### src/rtl/sd_spi_pkg.sv
// sd_spi_pkg: shared control codes, FSM state type and defaults for the SD-card SPI master.
package sd_spi_pkg;

  // Control codes written alongside the command strobe
  localparam logic [1:0] SPI_PUT  = 2'd0;
  localparam logic [1:0] SPI_INIT = 2'd1;
  localparam logic [1:0] SPI_CE0  = 2'd2;
  localparam logic [1:0] SPI_CE1  = 2'd3;

  // Default number of SCLK pulses in the card wake-up sequence
  localparam int INIT_CLOCKS_DEF = 80;

  typedef enum logic [1:0] {
    IDLE  = 2'd0,
    SHIFT = 2'd1,
    INIT  = 2'd2
  } state_e;

endpackage

### src/rtl/sd_spi_tick.sv
// sd_spi_tick: half-period divider. Emits a one-cycle tick every DIV cycles while
// clr is low; clr holds the count at zero so the first tick after release lands
// exactly DIV cycles later.
module sd_spi_tick #(
  parameter int DIV = 1
) (
  input  logic clock,
  input  logic reset_n,
  input  logic clr,
  output logic tick
);

  localparam logic [7:0] DIV_M1 = 8'(DIV - 1);

  logic [7:0] cnt_q;
  logic [7:0] cnt_d;

  assign tick = !clr && (cnt_q == DIV_M1);

  // Next count: hold at zero while cleared, wrap on tick
  always_comb begin
    cnt_d = cnt_q;
    if (clr || tick) begin
      cnt_d = 8'd0;
    end else begin
      cnt_d = cnt_q + 8'd1;
    end
  end

  // Divider count register
  always_ff @(posedge clock or negedge reset_n) begin
    if (!reset_n) begin
      cnt_q <= 8'd0;
    end else begin
      cnt_q <= cnt_d;
    end
  end

endmodule

### src/rtl/sd_spi.sv
// sd_spi: mode-0 SPI master for the SD card slot. Byte transfers (PUT), the
// card wake-up clock burst (INIT) and chip-select control (CE0/CE1).
// Optional feature macro: SD_SPI_DONE_EN adds a one-cycle `done` pulse when a
// PUT or INIT finishes.
module sd_spi
  import sd_spi_pkg::*;
#(
  parameter int DIV         = 1,
  parameter int INIT_CLOCKS = INIT_CLOCKS_DEF
) (
  input  logic       clock,
  input  logic       reset_n,
  input  logic       cmd,
  input  logic [1:0] ctl,
  input  logic [7:0] din,
  output logic [7:0] dout,
  output logic       busy,
`ifdef SD_SPI_DONE_EN
  output logic       done,
`endif
  output logic       spi_cs,
  output logic       spi_sclk,
  output logic       spi_mosi,
  input  logic       spi_miso
);

  localparam int PW = (INIT_CLOCKS > 1) ? $clog2(INIT_CLOCKS) : 1;
  localparam logic [PW-1:0] LAST_PULSE = PW'(INIT_CLOCKS - 1);

  state_e        state_q, state_d;
  logic          sclk_q, sclk_d;
  logic          mosi_q, mosi_d;
  logic          cs_q, cs_d;
  logic [7:0]    dout_q, dout_d;
  logic [7:0]    shift_q, shift_d;
  logic [2:0]    bit_cnt_q, bit_cnt_d;
  logic [PW-1:0] pulse_cnt_q, pulse_cnt_d;
  logic          tick;

  // The divider sits at zero whenever idle, so it is freshly cleared on every
  // entry into SHIFT or INIT.
  sd_spi_tick #(.DIV(DIV)) u_tick (
    .clock   (clock),
    .reset_n (reset_n),
    .clr     (state_q == IDLE),
    .tick    (tick)
  );

  assign busy     = (state_q != IDLE);
  assign dout     = dout_q;
  assign spi_cs   = cs_q;
  assign spi_sclk = sclk_q;
  assign spi_mosi = mosi_q;

  // Next-state and datapath: commands are only decoded in IDLE, so strobes
  // arriving mid-transfer are dropped without side effects.
  always_comb begin
    state_d     = state_q;
    sclk_d      = sclk_q;
    mosi_d      = mosi_q;
    cs_d        = cs_q;
    dout_d      = dout_q;
    shift_d     = shift_q;
    bit_cnt_d   = bit_cnt_q;
    pulse_cnt_d = pulse_cnt_q;
    case (state_q)
      IDLE: begin
        if (cmd) begin
          case (ctl)
            SPI_PUT: begin
              shift_d   = din;
              mosi_d    = din[7];
              bit_cnt_d = 3'd0;
              state_d   = SHIFT;
            end
            SPI_INIT: begin
              cs_d        = 1'b1;
              mosi_d      = 1'b1;
              pulse_cnt_d = '0;
              state_d     = INIT;
            end
            SPI_CE0: cs_d = 1'b0;
            SPI_CE1: cs_d = 1'b1;
          endcase
        end
      end
      SHIFT: begin
        if (tick) begin
          if (!sclk_q) begin
            // Rising edge: sample MISO into the LSB
            sclk_d  = 1'b1;
            shift_d = {shift_q[6:0], spi_miso};
          end else begin
            // Falling edge: next MSB out, or finish after the eighth bit
            sclk_d = 1'b0;
            if (bit_cnt_q == 3'd7) begin
              dout_d  = shift_q;
              mosi_d  = 1'b1;
              state_d = IDLE;
            end else begin
              mosi_d    = shift_q[7];
              bit_cnt_d = bit_cnt_q + 3'd1;
            end
          end
        end
      end
      INIT: begin
        if (tick) begin
          sclk_d = !sclk_q;
          if (sclk_q) begin
            if (pulse_cnt_q == LAST_PULSE) begin
              state_d = IDLE;
            end else begin
              pulse_cnt_d = pulse_cnt_q + 1'b1;
            end
          end
        end
      end
      default: state_d = IDLE;
    endcase
  end

  // State and datapath registers
  always_ff @(posedge clock or negedge reset_n) begin
    if (!reset_n) begin
      state_q     <= IDLE;
      sclk_q      <= 1'b0;
      mosi_q      <= 1'b1;
      cs_q        <= 1'b1;
      dout_q      <= 8'hFF;
      shift_q     <= 8'h00;
      bit_cnt_q   <= 3'd0;
      pulse_cnt_q <= '0;
    end else begin
      state_q     <= state_d;
      sclk_q      <= sclk_d;
      mosi_q      <= mosi_d;
      cs_q        <= cs_d;
      dout_q      <= dout_d;
      shift_q     <= shift_d;
      bit_cnt_q   <= bit_cnt_d;
      pulse_cnt_q <= pulse_cnt_d;
    end
  end

`ifdef SD_SPI_DONE_EN
  logic done_q;
  logic done_d;

  assign done   = done_q;
  assign done_d = (state_q != IDLE) && (state_d == IDLE);

  // Completion pulse, coincident with busy falling
  always_ff @(posedge clock or negedge reset_n) begin
    if (!reset_n) begin
      done_q <= 1'b0;
    end else begin
      done_q <= done_d;
    end
  end
`endif

endmodule
### config.mk
export PLATFORM = sky130hd
export DESIGN_NAME = sd_spi
export DESIGN_NICKNAME = d
export VERILOG_FILES = /design/src/rtl/sd_spi_pkg.sv /design/src/rtl/sd_spi_tick.sv /design/src/rtl/sd_spi.sv
export SDC_FILE = /design/constraint.sdc
export NUM_CORES = 1
export LEC_CHECK = 0
export ABC_AREA = 1
export CAP_MARGIN = 20
export CELL_PAD_IN_SITES_DETAIL_PLACEMENT = 1
export CELL_PAD_IN_SITES_GLOBAL_PLACEMENT = 1
export CORE_ASPECT_RATIO = 1.4
export CORE_MARGIN = 2
export CORE_UTILIZATION = 35
export CTS_CLUSTER_SIZE = 30
export DETAILED_ROUTE_END_ITERATION = 12
export PLACE_DENSITY = 0.76
export SLEW_MARGIN = 20
export SYNTH_ARGS = -nofsm -noshare
export SYNTH_HDL_FRONTEND = slang
export SYNTH_HIERARCHICAL = 1
export SYNTH_SLANG_ARGS = --single-unit
### constraint.sdc
create_clock -name clock -period 2.5 [get_ports clock]
set_clock_uncertainty 0.1 [all_clocks]
set_input_delay 0.5 -clock clock [delete_from_list [all_inputs] [get_ports clock]]
set_output_delay 0.5 -clock clock [all_outputs]
set_load 0.01 [all_outputs]
==> qor.yml <==
status: "finished clean"
power_frac_seq_pct: 37.4
clkPwrFrac_pct: 26.4
routed_via_density: 4.78
seq_area_frac_synth_pct: 45.0
clock.fmax_ghz: 0.441
ys_types: 28
avgSynthCellArea_um2: 7.60
wire_per_inst_um: 12.8
final_common_cell: "nand2_1"
clock_latency_ns: 0.29
dp_slack_ns: 0.306
diodes: 0
worst_pin_slew_ns: 0.809
hold_path_class: "in2async"
post_cts_buffers: 0
critPathLaunchType: "flop"
core_area_um2: 6130
slew_headroom_pct: 46.1
synthAdderAreaFrac_pct: 2.85
end_kind: "flop"
utilization_pct: 43.3
synth_seq_cells: 39
syn_area_um2: 2200
synthSimpleGateAreaFrac_pct: 34.0
drcViolationCount: 0
htreeDepth: 2
ant_nets: 0
crit_type: "reg2reg"
antenna_found_initial: 0
portBuffers: 25
rows: 34
clock-sinks: 39
clockBufferDepth: 2
ir_drop_v: 0.000329
synth_edf_count: 0
setup_viol: 0
die_area_um2: 6930
synth_mux_area_share_pct: 0
drt_iter0_markers: 68
io-pin-count: 26
p_sw_uw: 891
grt_pass1_wl_mm: 9.05
async_flop_share_pct: 100
hold_viol: 0
gp_routability_congestion: 0.791
comb_power_share_pct: 36.2
synth-warning-count: 6
final_layout_size_suffix_gt1_share_pct: 15.6
tns_ns: 0
ys.flop_type: "dfrtp_1"
synth_compound_area_share_pct: 8.21
rsz0062_at_grt: "false"
drv_cap: 0
initial_utilization_pct: 35.8
syn_inst: 289
timing.final.ws_setup_ns: 0.232
layout.nets: 339
via_count: 1880
cp_max_fo: 12
grt_overflow: 0
slew_viol_final: 0
leakage_uw: 0.00122
cp.arrival_ns: 2.40
cts_resized: 0
clk_pin_slew_worst_paths_ns: 0.08
first_pass_iters: 4
sw_frac_of_total_pct: 38.0
dieHeight_um: 97.7
cts_hold_buf: 0
synth_xor_area_share_pct: 1.99
area_delta_synth_final_pct: 20.9
dp_hpwl_mm: 3.77
cts_buffers: 5
track_usage_pct: 16.2
timing.final.crit_period_ns: 2.27
root_buffer: "clkbuf_8"
cts_tree: "done"
grt_pass1_vias: 2017
p_int_uw: 1450
grt_start_max_net_pins: 36
syn-num-nets: 308
layout_common_cells: "nand2_1 (104), inv_1 (31), dfrtp_1 (29), clkdlybuf4s50_1 (24), nor2_1 (21)"
drt-total-wl_mm: 5.04
nFillCells: 784
synth_top_family_by_area: "simple AND/OR/NAND/NOR gates"
p_per_area_nw_per_um2: 883
finalCritPeriodShare_pct: 90.7
crit_required_ns: 2.63
die_x_um: 70.9
-- cell families after synthesis --
kind of cell / count (synthesis)
flip-flops: 39
AO/OA/AOI/OAI: 32
XOR/XNOR: 5
adder cells (fa/ha/maj): 5
AND/OR/NAND/NOR: 167
buffers and inverters: 41
-- registers in the layout, indices dropped and copies added (netlist names) --
name,flops
spi_sclk,1
shift_q,8
bit_cnt_q,3
pulse_cnt_q,7
dout,8
state_q,2
u_tick/cnt_q,8
spi_mosi,1
spi_cs,1
-- cell usage after synthesis, types with 2 or more instances --
library cell | instances | area [um^2]
o21ai_1 | 13 | 65.1
a21oi_1 | 2 | 10.0
nor2_1 | 21 | 78.8
inv_2 | 5 | 18.8
dfstp_2 | 10 | 263
nand3_2 | 2 | 20.0
inv_1 | 31 | 116
o21ai_2 | 3 | 26.3
o21bai_1 | 2 | 15.0
nand3_1 | 18 | 90.1
dfrtp_1 | 29 | 726
nand2_1 | 104 | 390
nand2_2 | 7 | 43.8
nor2_2 | 6 | 37.5
nand4_1 | 2 | 12.5
nor2_4 | 3 | 33.8
xor2_1 | 4 | 35.0
buf_4 | 3 | 22.5
o21ai_0 | 11 | 55.1
ha_1 | 5 | 62.6
-- worst paths after layout --
check | slack [ns] | cells after the start | from | endpoint
worst min register to register | 0.37 | 2 | dout[0]$_DFFE_PN1P_ | dout[0]$_DFFE_PN1P_
worst max-delay path | 0.23 | 12 | u_tick/cnt_q[0]$_DFF_PN0_ | pulse_cnt_q[4]$_DFFE_PN0P_
max in group asynchronous | 1.45 | 2 | reset_n | dout[5]$_DFFE_PN1P_
worst max register to register | 0.23 | 12 | u_tick/cnt_q[0]$_DFF_PN0_ | pulse_cnt_q[4]$_DFFE_PN0P_
worst min-delay path | 0.20 | 1 | reset_n | bit_cnt_q[0]$_DFFE_PN0P_
min in group clock | 0.37 | 2 | dout[0]$_DFFE_PN1P_ | dout[0]$_DFFE_PN1P_
-- stage by stage --
stage / instances / hold slack [ns] / instance area, um^2 / power, uW
detailed placement: 385 / 0.362 / 2520 / 1750
floorplan: 289 / 0.104 / 2200 / 1470
finish: 393 / 0.202 / 2660 / 2340
global route: 393 / 0.239 / 2660 / 2540
global placement: 385 / 0.360 / 2520 / 1720
CTS: 393 / 0.238 / 2660 / 2390
-- per-layer routing --
metal	vias up	GRT usage (%)	wire, um
li1	958	-	-
met5	-	0	0
met2	22	30.1	2770
met1	890	17.4	2050
met4	0	6.39	102
met3	10	3.22	112
-- worst max-delay path, cell delays in order (launching register included) --
cell and delay [ns]:
dfrtp_1 0.42, inv_1 0.11, ha_1 0.16, nand2_1 0.06
nor2_1 0.10, nand2_1 0.09, nor2_1 0.19, inv_1 0.16
o21ai_0 0.23, nand3_2 0.28, inv_1 0.19, nand2_1 0.07
nand2_1 0.06
-- final cells by class --
type	count	area, um^2	area share, %
tap	72	90.1	3.39
multi-input combinational	209	1030	38.9
sequential	39	988	37.2
clock buffer	6	72.6	2.73
timing repair buffer	29	275	10.4
inverter	36	135	5.09
clock inverter	2	60.1	2.26
-- power by group through the flow --
stage               sequential (uW)  clock (uW)  combinational (uW)
global placement                884           0                 836
global route                    899         662                 975
CTS                             878         642                 870
floorplan                       858           0                 613
finish                          877         619                 849
detailed placement              889           0                 856
Power figures use the tool's default switching activity.
